===== src/rtl/count_monitor_pkg.sv =====
// ---------------------------------------------------------------------------
// count_pkg
//   Shared definitions for the count_monitor slice: default widths, the width
//   of the internal good-increment counter and the monitor state encoding.
//   Imported by the interface, the top level and the saturating counter.
//
// Contents
//   DEF_WIDTH     default width of the monitored count value
//   DEF_ERR_W     default width of the saturating statistics counters
//   DEF_SYNC_LEN  default number of good increments needed to lock
//   GOOD_W        width of the good-increment counter (holds up to 7)
//   cmon_state_t  monitor states UNLOCKED / SYNC / LOCKED
// ---------------------------------------------------------------------------
package count_pkg;

    localparam int DEF_WIDTH    = 5;
    localparam int DEF_ERR_W    = 8;
    localparam int DEF_SYNC_LEN = 2;

    // SYNC_LEN is limited to 1..7, so three bits always hold the run length.
    localparam int GOOD_W = 3;

    typedef enum logic [1:0] {
        UNLOCKED = 2'd0,
        SYNC     = 2'd1,
        LOCKED   = 2'd2
    } cmon_state_t;

endpackage : count_pkg


===== src/rtl/count_monitor_if.sv =====
// ---------------------------------------------------------------------------
// count_monitor_if
//   The count stream as seen between a free-running counter (producer) and
//   its consumer. The producer drives a new value plus a valid flag each
//   cycle; the consumer only looks at count_in when count_vld is high.
//
// Signals
//   count_in   [WIDTH]  current counter value
//   count_vld  [1]      count_in carries a sample this cycle
//
// Modports
//   master  producer side (drives the stream)
//   slave   consumer side (count_monitor)
// ---------------------------------------------------------------------------
interface count_monitor_if
#(
    parameter int WIDTH = count_pkg::DEF_WIDTH
) ();

    logic [WIDTH-1:0] count_in;
    logic             count_vld;

    modport master (
        output count_in,
        output count_vld
    );

    modport slave (
        input  count_in,
        input  count_vld
    );

endinterface : count_monitor_if


===== src/rtl/count_monitor_sat_counter.sv =====
// ---------------------------------------------------------------------------
// sat_counter
//   Small statistics counter used by count_monitor. Counts single-cycle
//   increment requests and sticks at all-ones instead of wrapping, so a
//   large event count never reads back as a small one.
//
// Parameters
//   W      counter width
//
// Ports
//   clk    in   1   rising-edge clock
//   rst    in   1   asynchronous, active-low reset (value -> 0)
//   clr    in   1   synchronous clear, has priority over inc
//   inc    in   1   add one this cycle unless already saturated
//   value  out  W   current count
// ---------------------------------------------------------------------------
module sat_counter
#(
    parameter int W = count_pkg::DEF_ERR_W
)
(
    input  logic         clk,
    input  logic         rst,
    input  logic         clr,
    input  logic         inc,
    output logic [W-1:0] value
);

    logic saturated;

    assign saturated = (value == '1);

    // Clear beats increment so a clear issued in the same cycle as an event
    // always leaves the counter at zero.
    always_ff @(posedge clk or negedge rst) begin
        if (!rst) begin
            value <= '0;
        end else if (clr) begin
            value <= '0;
        end else if (inc && !saturated) begin
            value <= value + W'(1);
        end
    end

endmodule : sat_counter


===== src/rtl/count_monitor.sv =====
// ---------------------------------------------------------------------------
// count_monitor
//   Receive-side checker for a free-running up-counter stream (+1 per valid
//   sample, wrapping from all-ones to zero). The monitor locks onto the
//   stream after SYNC_LEN consecutive good increments, then flags every
//   sample that is not the previous one plus one. Errors and correct wraps
//   seen while locked are counted in saturating statistics counters.
//
// Parameters
//   WIDTH     width of the monitored count (modulus 2**WIDTH)
//   ERR_W     width of err_cnt / wrap_cnt
//   SYNC_LEN  good increments needed to enter LOCKED (1..7)
//
// Ports
//   clk         in   1      rising-edge clock, shared with the producer
//   rst         in   1      asynchronous, active-low reset
//   cnt_if      slave       count_in / count_vld stream
//   clr         in   1      synchronous clear of err_sticky, err_cnt, wrap_cnt
//   locked      out  1      monitor is in LOCKED
//   err_pulse   out  1      one-cycle pulse for a mismatch seen while LOCKED
//   err_sticky  out  1      set by any err_pulse, cleared by rst or clr
//   err_cnt     out  ERR_W  mismatches seen while LOCKED (saturating)
//   wrap_cnt    out  ERR_W  correct all-ones -> 0 steps while LOCKED (saturating)
//   exp_cap     out  WIDTH  expected value of the first error (optional)
//   obs_cap     out  WIDTH  observed value of the first error (optional)
//
// Configuration
//   COUNT_MONITOR_CAPTURE_EN  when defined, adds exp_cap / obs_cap, which
//   hold the expected and observed values of the first error since reset or
//   clr and stay frozen while err_sticky is set.
// ---------------------------------------------------------------------------
module count_monitor
    import count_pkg::*;
#(
    parameter int WIDTH    = DEF_WIDTH,
    parameter int ERR_W    = DEF_ERR_W,
    parameter int SYNC_LEN = DEF_SYNC_LEN
)
(
    input  logic              clk,
    input  logic              rst,
    count_monitor_if.slave    cnt_if,
    input  logic              clr,
    output logic              locked,
    output logic              err_pulse,
    output logic              err_sticky,
    output logic [ERR_W-1:0]  err_cnt,
    output logic [ERR_W-1:0]  wrap_cnt
`ifdef COUNT_MONITOR_CAPTURE_EN
    ,
    output logic [WIDTH-1:0]  exp_cap,
    output logic [WIDTH-1:0]  obs_cap
`endif
);

    cmon_state_t       state;
    cmon_state_t       state_next;
    logic [WIDTH-1:0]  prev;
    logic [WIDTH-1:0]  exp_val;
    logic [GOOD_W-1:0] good;
    logic [GOOD_W-1:0] good_next;
    logic              match;
    logic              is_wrap;
    logic              err_hit;
    logic              wrap_hit;

    // The expected value drops the carry, so all-ones is followed by zero.
    assign exp_val = prev + WIDTH'(1);
    assign match   = (cnt_if.count_in == exp_val);
    assign is_wrap = (prev == '1) && (cnt_if.count_in == '0);

    // locked is a straight decode of the state register, so it falls in the
    // same cycle that err_pulse rises.
    assign locked = (state == LOCKED);

    // Next-state logic. Only valid samples move the FSM; idle cycles leave
    // everything as it is. The first sample after reset is only captured as
    // a reference, since there is nothing yet to compare it with.
    always_comb begin
        state_next = state;
        good_next  = good;
        err_hit    = 1'b0;
        wrap_hit   = 1'b0;

        if (cnt_if.count_vld) begin
            case (state)
                UNLOCKED: begin
                    good_next  = '0;
                    state_next = SYNC;
                end

                SYNC: begin
                    if (match) begin
                        good_next = good + GOOD_W'(1);
                        if (good_next == GOOD_W'(SYNC_LEN)) begin
                            state_next = LOCKED;
                        end
                    end else begin
                        // Not yet trusted, so a mismatch just restarts the run.
                        good_next = '0;
                    end
                end

                LOCKED: begin
                    if (match) begin
                        wrap_hit = is_wrap;
                    end else begin
                        err_hit    = 1'b1;
                        good_next  = '0;
                        state_next = SYNC;
                    end
                end

                default: begin
                    good_next  = '0;
                    state_next = UNLOCKED;
                end
            endcase
        end
    end

    // State, run length and reference value. prev follows every valid
    // sample, good or bad, so a resync starts from the value just seen.
    always_ff @(posedge clk or negedge rst) begin
        if (!rst) begin
            state <= UNLOCKED;
            good  <= '0;
            prev  <= '0;
        end else begin
            state <= state_next;
            good  <= good_next;
            if (cnt_if.count_vld) begin
                prev <= cnt_if.count_in;
            end
        end
    end

    // Error flags. The pulse ignores clr so software always sees the event,
    // while the sticky flag gives clr priority over a simultaneous error.
    always_ff @(posedge clk or negedge rst) begin
        if (!rst) begin
            err_pulse  <= 1'b0;
            err_sticky <= 1'b0;
        end else begin
            err_pulse <= err_hit;
            if (clr) begin
                err_sticky <= 1'b0;
            end else if (err_hit) begin
                err_sticky <= 1'b1;
            end
        end
    end

    sat_counter #(.W(ERR_W)) u_err_cnt (
        .clk   (clk),
        .rst   (rst),
        .clr   (clr),
        .inc   (err_hit),
        .value (err_cnt)
    );

    sat_counter #(.W(ERR_W)) u_wrap_cnt (
        .clk   (clk),
        .rst   (rst),
        .clr   (clr),
        .inc   (wrap_hit),
        .value (wrap_cnt)
    );

`ifdef COUNT_MONITOR_CAPTURE_EN
    // First-error capture. err_sticky is still low on the cycle of the first
    // error, which arms the load; after that the values are frozen until clr.
    always_ff @(posedge clk or negedge rst) begin
        if (!rst) begin
            exp_cap <= '0;
            obs_cap <= '0;
        end else if (clr) begin
            exp_cap <= '0;
            obs_cap <= '0;
        end else if (err_hit && !err_sticky) begin
            exp_cap <= exp_val;
            obs_cap <= cnt_if.count_in;
        end
    end
`else
    // Without the capture option no capture registers are built.
`endif

endmodule : count_monitor


===== src/flat_wrapper.sv =====
// flat-port wrapper written by rule: the top's interface ports become plain ports
module count_monitor_flat import count_pkg::*;
#(
    parameter int WIDTH    = DEF_WIDTH,
    parameter int ERR_W    = DEF_ERR_W,
    parameter int SYNC_LEN = DEF_SYNC_LEN
)
  (clk, rst, clr, locked, err_pulse, err_sticky, err_cnt, wrap_cnt, cnt_if_count_in, cnt_if_count_vld);
  count_monitor_if #(.WIDTH(WIDTH)) cnt_if_i ();
  input  logic clk;
  input  logic rst;
  input  logic clr;
  output logic locked;
  output logic err_pulse;
  output logic err_sticky;
  output logic [ERR_W-1:0] err_cnt;
  output logic [ERR_W-1:0] wrap_cnt;
  input wire logic [$bits(cnt_if_i.count_in)-1:0] cnt_if_count_in;
  input wire logic [$bits(cnt_if_i.count_vld)-1:0] cnt_if_count_vld;
  assign cnt_if_i.count_in = cnt_if_count_in;
  assign cnt_if_i.count_vld = cnt_if_count_vld;
  count_monitor #(.WIDTH(WIDTH), .ERR_W(ERR_W), .SYNC_LEN(SYNC_LEN)) u_core (.clk(clk), .rst(rst), .cnt_if(cnt_if_i), .clr(clr), .locked(locked), .err_pulse(err_pulse), .err_sticky(err_sticky), .err_cnt(err_cnt), .wrap_cnt(wrap_cnt));
endmodule

===== config.mk =====
export PLATFORM = sky130hd
export DESIGN_NAME = count_monitor_flat
export DESIGN_NICKNAME = d
export VERILOG_FILES = /design/src/rtl/count_monitor_pkg.sv /design/src/rtl/count_monitor_if.sv /design/src/rtl/count_monitor_sat_counter.sv /design/src/rtl/count_monitor.sv /design/src/flat_wrapper.sv
export SDC_FILE = /design/constraint.sdc
export NUM_CORES = 1
export LEC_CHECK = 0
export ABC_AREA = 0
export ABC_CLOCK_PERIOD_IN_PS = 5900
export BUFFER_PORTS_ARGS = -buffer_cell sky130_fd_sc_hd__buf_2
export CORE_MARGIN = 2
export CORE_UTILIZATION = 30
export DETAILED_ROUTE_END_ITERATION = 8
export MAX_ROUTING_LAYER = met4
export PLACE_DENSITY = 0.58
export SLEW_MARGIN = 20
export SYNTH_ARGS = -nofsm -noshare
export SYNTH_HDL_FRONTEND = slang
export SYNTH_SLANG_ARGS = --single-unit

===== constraint.sdc =====
create_clock -name clk -period 5.9 [get_ports clk]
set_input_delay 1.475 -clock clk [delete_from_list [all_inputs] [get_ports clk]]
set_output_delay 1.475 -clock clk [all_outputs]
set_load 0.02 [all_outputs]

# == After elaboration in Yosys (flattened, before gate mapping) ==
# Cells that the tools add are included.
# word_totals
out_inout_bits,19
in_bits,9
reg_bits,28
# op_classes
muxes,19
n_reduce_logical,12
n_eq_ne,10
n_addsub,4
# ops
operator,count
8-bit 2-to-1 mux,4
8-bit by 1-bit adder with 8-bit output (second input constant),2
8-bit equality test (second input constant),2
1-bit 2-to-1 mux,8
2-bit 2-to-1 mux,3
3-bit 2-to-1 mux,2
2-bit case mux with 3 select lines,1
3-bit case mux with 2 select lines,1
2-bit nonzero test,3
5-bit by 1-bit adder with 5-bit output (second input constant),1
5-bit equality test,1
5-bit equality test (second input constant),1
5-bit logical NOT,1
2-bit by 1-bit != test with 1-bit output (second input constant),2
4-bit AND reduction,1
3-bit by 1-bit adder with 3-bit output (second input constant),1
3-bit by 2-bit equality test with 1-bit output (second input constant),1
1-bit logical AND,3
2-bit by 1-bit equality test with 1-bit output (second input constant),1
2-bit equality test (second input constant),1
1-bit logical NOT,2
2-bit logical NOT,1
2-bit != test (second input constant),1
2-bit AND reduction,1

# == Logic depth before layout (Yosys ltp) ==
# depth
ltp_word,8
ltp_mapped,9
ltp_nobuf,8

# == Hierarchy ==
# From an unflattened synthesis, not the netlist that was laid out.
# hier_totals
cells_unflattened,164
area_unflattened_um2,1761.7
# by_module_without_submodules
module,cells_per_inst,area_per_inst_um2,seq_area_each_um2,n_inst
sat_counter,47,505.5,200.2,2
count_monitor,70,750.7,300.3,1

# == Worst setup path after synthesis ==
# OpenSTA, ideal clock, no wires.
# synth_timing
kind,input to register
start,input port cnt_if_count_in[0]
end,register u_core.u_wrap_cnt.value[3]
path_stages,5
path_slack_ns,3.021
arrival_time_ns,2.751
setup_time_ns,0.127
path_cell_list,nor4_1 o2111ai_1 nor3_2 and2b_1 mux2_1
# synth_via
elab_chain_cells,7
word_cells_on_any_way,8
# synth_rtl
item,line,rtl
from (decl),flat_wrapper.sv:18,input wire logic [$bits(cnt_if_i.count_in)-1:0] cnt_if_count_in;
5-bit logical NOT,count_monitor.sv:70,assign is_wrap = (prev == '1) && (cnt_if.count_in == '0);
1-bit logical AND,count_monitor.sv:70,
1-bit 2-to-1 mux (*),count_monitor.sv:105,if (match) begin
1-bit 2-to-1 mux (*),count_monitor.sv:86,case (state)
1-bit 2-to-1 mux (*),count_monitor.sv:85,if (cnt_if.count_vld) begin
1-bit logical AND (*),count_monitor_sat_counter.sv:40,end else if (inc && !saturated) begin
2-bit nonzero test (no line) (*),n/a,
to (signal assigned),count_monitor_sat_counter.sv:41,value <= value + W'(1);
to (decl),count_monitor_sat_counter.sv:26,output logic [W-1:0] value
# Mark *: on every way between the ends. The rest lies on a longest branch, timed or not.
# A chain may end at the register's enable or synchronous reset.

# == Final worst setup path ==
# layout_timing
start,input port cnt_if_count_vld
end,register u_core.u_wrap_cnt.value[3]
# layout_via
elab_chain_cells,3
# layout_rtl
item,line,rtl
from (decl),flat_wrapper.sv:19,input wire logic [$bits(cnt_if_i.count_vld)-1:0] cnt_if_count_vld;
1-bit 2-to-1 mux,count_monitor.sv:85,
1-bit logical AND,count_monitor_sat_counter.sv:40,
2-bit nonzero test (no line),n/a,
# Every way passes these cells.

==> impl_results.html <==
<table>
<tr><th>Metric</th><th>Value</th></tr>
<tr><th colspan="2">Yosys</th></tr>
<tr><td>Sequential share of the synthesized area</td><td>44.1%</td></tr>
<tr><td>Number of enable-type register cells in the synthesized netlist</td><td>0</td></tr>
<tr><td>Multiplexer share of the synthesized area</td><td>6.30%</td></tr>
<tr><td>Adder and majority cell fraction of the synthesized area</td><td>4.73%</td></tr>
<tr><td>Syn Nets</td><td>170</td></tr>
<tr><td>Complex-gate fraction of the synthesized area</td><td>13.0%</td></tr>
<tr><td>Simple-gate share of the synthesized area</td><td>22.1%</td></tr>
<tr><td>Post-synth top flop</td><td>sky130_fd_sc_hd__dfrtp_1</td></tr>
<tr><td>Fraction of synthesis flops using an asynchronous set or reset pin</td><td>100%</td></tr>
<tr><td>Synth Register Bits</td><td>28</td></tr>
<tr><td>Main combinational cell family by area after synthesis</td><td>simple AND/OR/NAND/NOR gates</td></tr>
<tr><td>Gate Count Post-Synth</td><td>155</td></tr>
<tr><td>Synth cell types</td><td>45</td></tr>
<tr><td>Yosys warns</td><td>0</td></tr>
<tr><td>Synthesized cell area</td><td>1590 um2</td></tr>
<tr><td>Mean cell area of the mapped netlist</td><td>10.2 um2</td></tr>
<tr><td>XOR/XNOR share of the synthesized area</td><td>7.33%</td></tr>
<tr><th colspan="2">Global route</th></tr>
<tr><td>Leftover overflow at the end of global routing</td><td>0</td></tr>
<tr><td>Number of global-route vias before repair</td><td>1134</td></tr>
<tr><td>Largest net degree at the start of global routing</td><td>29</td></tr>
<tr><td>Global-route wire length before repair</td><td>5440 um</td></tr>
<tr><td>Initial antenna violation count</td><td>0</td></tr>
<tr><td>Total GRT Usage</td><td>11.5%</td></tr>
<tr><th colspan="2">Pwr</th></tr>
<tr><td>Int Power</td><td>0.293 mW</td></tr>
<tr><td>Pwr per Cell Area</td><td>219 nW/um2</td></tr>
<tr><td>Static leakage power</td><td>0.822 nW</td></tr>
<tr><td>Net switching power</td><td>0.112 mW</td></tr>
<tr><td>Clock power share</td><td>29.5%</td></tr>
<tr><td>Part of the power in registers</td><td>54.7%</td></tr>
<tr><td>Sum of internal, switching and leakage power</td><td>0.405 mW</td></tr>
<tr><td>Comb pwr share</td><td>15.8%</td></tr>
<tr><td>Highest ir drop seen on vdd</td><td>0.000126 V</td></tr>
<tr><td>Switch share</td><td>27.6%</td></tr>
<tr><th colspan="2">Layout</th></tr>
<tr><td>Leading cell types in the layout, fill and taps excluded</td><td>sky130_fd_sc_hd__dfrtp_1 (28), sky130_fd_sc_hd__buf_2 (27), sky130_fd_sc_hd__nor2_1 (16)</td></tr>
<tr><td>Number of fillers in the final layout</td><td>537</td></tr>
<tr><td>Final net count</td><td>198</td></tr>
<tr><td>Most frequent standard cell in the layout excluding fill and tap cells</td><td>sky130_fd_sc_hd__dfrtp_1</td></tr>
<tr><td>Layout cells sized above 1</td><td>25.3%</td></tr>
<tr><td>Antenna diode instance count</td><td>0</td></tr>
<tr><td>Area growth syn-to-layout</td><td>16.5%</td></tr>
<tr><th colspan="2">STA</th></tr>
<tr><td>Setup-violating endpoint count in the final report</td><td>0</td></tr>
<tr><td>Number of hold violations in the final report</td><td>0</td></tr>
<tr><td>Slew headroom</td><td>58.2%</td></tr>
<tr><td>Setup TNS</td><td>0 ns</td></tr>
<tr><td>Shortest clock period the worst path allows after layout</td><td>2.97 ns</td></tr>
<tr><td>Measured slew at the worst slew-check pin</td><td>0.627 ns</td></tr>
<tr><td>Fraction of the cycle the final worst path needs</td><td>50.4%</td></tr>
<tr><td>Final-layout worst hold slack</td><td>0.516 ns</td></tr>
<tr><td>Worst Slack Setup Final</td><td>2.93 ns</td></tr>
<tr><td>Highest attainable clock frequency</td><td>337 MHz</td></tr>
<tr><td>Setup repair after global routing missed its margin</td><td>false</td></tr>
<tr><td>Final slew viol count</td><td>0</td></tr>
<tr><td>Final worst clock skew</td><td>0.00295 ns</td></tr>
<tr><th colspan="2">Clock network</th></tr>
<tr><td>Clock root buffer master</td><td>sky130_fd_sc_hd__clkbuf_8</td></tr>
<tr><td>Setup fix buffers added after clock tree synthesis</td><td>0</td></tr>
<tr><td>Clock-pin slew of the registers on the worst-case setup and hold paths</td><td>0.10 ns</td></tr>
<tr><td>Max Root-Sink Buffers</td><td>2</td></tr>
<tr><td>Clock tree from TritonCTS</td><td>yes</td></tr>
<tr><td>H-tree levels</td><td>1</td></tr>
<tr><td>Insertion delay to the later sink of the worst-skew pair</td><td>0.27 ns</td></tr>
<tr><td>Count of instances resized after the clock tree is built</td><td>0</td></tr>
<tr><td>Hold Buf Count CTS</td><td>0</td></tr>
<tr><td>Inserted Clock Buffers</td><td>3</td></tr>
<tr><td>CTS Sinks</td><td>28</td></tr>
<tr><th colspan="2">Floorplan</th></tr>
<tr><td>I/O pin count</td><td>28</td></tr>
<tr><td>Chip height</td><td>76.8 um</td></tr>
<tr><td>Effective utilization at floorplan</td><td>31.1%</td></tr>
<tr><td>Area of the core region</td><td>5110 um2</td></tr>
<tr><td>Row count</td><td>26</td></tr>
<tr><td>Die Area</td><td>5890 um2</td></tr>
<tr><td>Die X</td><td>76.8 um</td></tr>
<tr><th colspan="2">Placed design</th></tr>
<tr><td>Weighted congestion reported at the end of routability-driven placement</td><td>0.720</td></tr>
<tr><td>PortBufs</td><td>27</td></tr>
<tr><td>Worst-case setup slack after placement</td><td>2.64 ns</td></tr>
<tr><td>Detailed placement HPWL</td><td>2180 um</td></tr>
<tr><th colspan="2">Drt</th></tr>
<tr><td>Drt via density</td><td>4.84</td></tr>
<tr><td>Vias after detailed routing</td><td>1220</td></tr>
<tr><td>Antenna-violating nets left</td><td>0</td></tr>
<tr><td>Average detailed-routed wire length per instance</td><td>12.4 um</td></tr>
<tr><td>Uppermost signal routing layer after detailed routing</td><td>met4</td></tr>
<tr><td>Final routed DRC violation total</td><td>0</td></tr>
<tr><td>Starting DRC count in detailed routing</td><td>69</td></tr>
<tr><td>Final WL</td><td>3120 um</td></tr>
<tr><td>Number of iterations in the first detailed-routing pass</td><td>4</td></tr>
<tr><td>Met2 Wirelength</td><td>1430 um</td></tr>
<tr><td>Met3 WL</td><td>137 um</td></tr>
<tr><td>DRT met1 WL</td><td>1520 um</td></tr>
<tr><th colspan="2">Worst setup path</th></tr>
<tr><td>Type of the setup path with the least slack</td><td>primary input to register</td></tr>
<tr><td>Reg2reg path depth</td><td>8</td></tr>
<tr><td>Max Fanout on Critical Path</td><td>11</td></tr>
<tr><td>Kind of start point of the critical path</td><td>primary input</td></tr>
<tr><td>Critical path arrival</td><td>3.14 ns</td></tr>
<tr><td>Critical Path End Type</td><td>register</td></tr>
<tr><td>Data required time at the worst endpoint</td><td>6.07 ns</td></tr>
<tr><th colspan="2">Worst hold path</th></tr>
<tr><td>Worst Hold Class</td><td>register to register</td></tr>
<tr><td>Min-Delay Path Depth</td><td>2</td></tr>
<tr><th colspan="2">Outcome</th></tr>
<tr><td>Run status</td><td>finished, final reports clean</td></tr>
<tr><th colspan="2">Run</th></tr>
<tr><td>Max capacitance violation total</td><td>0</td></tr>
</table>
[synth_stat cells (2+ instances only)]
| master | count | share of area (%) |
|---|---|---|
| sky130_fd_sc_hd__dfrtp_1 | 28 | 44 |
| sky130_fd_sc_hd__or4_1 | 2 | 0.95 |
| sky130_fd_sc_hd__o21ai_0 | 5 | 1.6 |
| sky130_fd_sc_hd__a21oi_1 | 11 | 3.5 |
| sky130_fd_sc_hd__nor4b_1 | 2 | 1.1 |
| sky130_fd_sc_hd__clkbuf_1 | 3 | 0.71 |
| sky130_fd_sc_hd__ha_1 | 6 | 4.7 |
| sky130_fd_sc_hd__nor2_1 | 16 | 3.8 |
| sky130_fd_sc_hd__nor4_1 | 4 | 1.6 |
| sky130_fd_sc_hd__nor2b_1 | 6 | 2.4 |
| sky130_fd_sc_hd__nand3_1 | 6 | 1.9 |
| sky130_fd_sc_hd__o31ai_1 | 3 | 1.4 |
| sky130_fd_sc_hd__nor3_1 | 3 | 0.95 |
| sky130_fd_sc_hd__mux2_2 | 7 | 5.0 |
| sky130_fd_sc_hd__xnor2_1 | 6 | 3.3 |
| sky130_fd_sc_hd__nand2_1 | 9 | 2.1 |
| sky130_fd_sc_hd__nand4_1 | 2 | 0.79 |
| sky130_fd_sc_hd__inv_1 | 6 | 1.4 |
| sky130_fd_sc_hd__o2111ai_1 | 2 | 1.1 |
| sky130_fd_sc_hd__or3_1 | 3 | 1.2 |
[routing by layer]
| layer | vias up | GRT usage [%] |
|---|---|---|
| met3 | 2 | 3.18 |
| met5 | - | - |
| met4 | 0 | 2.73 |
| met2 | 21 | 17.6 |
| met1 | 582 | 15.1 |
| li1 | 615 | - |
[cells by family after synthesis]
logic type | Yosys count
flip-flops | 28
XOR/XNOR | 10
buffers and inverters | 10
multiplexers | 9
AO/OA/AOI/OAI | 30
adder cells (fa/ha/maj) | 6
AND/OR/NAND/NOR | 62
[critical path, stage by stage]
cell and delay, ns:
sky130_fd_sc_hd__buf_2 0.22, sky130_fd_sc_hd__and3b_1 0.27, sky130_fd_sc_hd__o2111ai_1 0.22, sky130_fd_sc_hd__nor3_2 0.43, sky130_fd_sc_hd__and2b_1 0.20, sky130_fd_sc_hd__mux2_1 0.31
[power by group through the flow]
stage | Sequential, mW | Clock (mW) | Combinational [mW]
2_1_floorplan | 0.221 | 0 | 0.0498
3_3_place_gp | 0.225 | 0 | 0.0643
3_5_place_dp | 0.225 | 0 | 0.0650
4_1_cts | 0.222 | 0.127 | 0.0652
5_1_grt | 0.225 | 0.134 | 0.0727
6_report | 0.222 | 0.120 | 0.0640
[flip-flops by register name, summed over array words and instances, names as in the netlist]
signal / count
u_core.u_err_cnt.value: 8
u_core.u_wrap_cnt.value: 8
u_core.prev: 5
u_core.good: 3
u_core.state: 2
u_core.err_pulse: 1
u_core.err_sticky: 1
[through the flow]
| step | instances | cell area [um2] | util [%] |
|---|---|---|---|
| after floorplan | 155 | 1590 | - |
| after CTS | 252 | 1850 | 36.2 |
| after global routing | 252 | 1850 | 36.2 |
| final | 252 | 1850 | 36.2 |
| after global placement | 248 | 1790 | 35.1 |
| after detailed placement | 248 | 1790 | 35.1 |
[final timing paths]
path	from	to	slack, ns
max in group asynchronous	rst	u_core.state[0]$_DFFE_PN0P_	4.28
worst min-delay path	u_core.err_sticky$_DFFE_PN0P_	u_core.err_sticky$_DFFE_PN0P_	0.52
min in group asynchronous	rst	u_core.u_err_cnt.value[1]$_DFFE_PN0P_	1.21
worst max register to register	u_core.prev[0]$_DFFE_PN0P_	u_core.u_wrap_cnt.value[3]$_DFFE_PN0P_	3.28
worst min register to register	u_core.err_sticky$_DFFE_PN0P_	u_core.err_sticky$_DFFE_PN0P_	0.52
worst max-delay path	cnt_if_count_vld	u_core.u_wrap_cnt.value[3]$_DFFE_PN0P_	2.93
[layout make-up]
type,count,area (um2),area share [%]
Multi-Input combinational cell,117,848,45.9
Clock buffer,4,55.1,2.98
Inverter,6,22.5,1.22
Timing Repair Buffer,27,135,7.31
Sequential cell,28,701,37.9
Tap cell,70,87.6,4.74
Note: power is estimated with default switching activity, not from simulation.
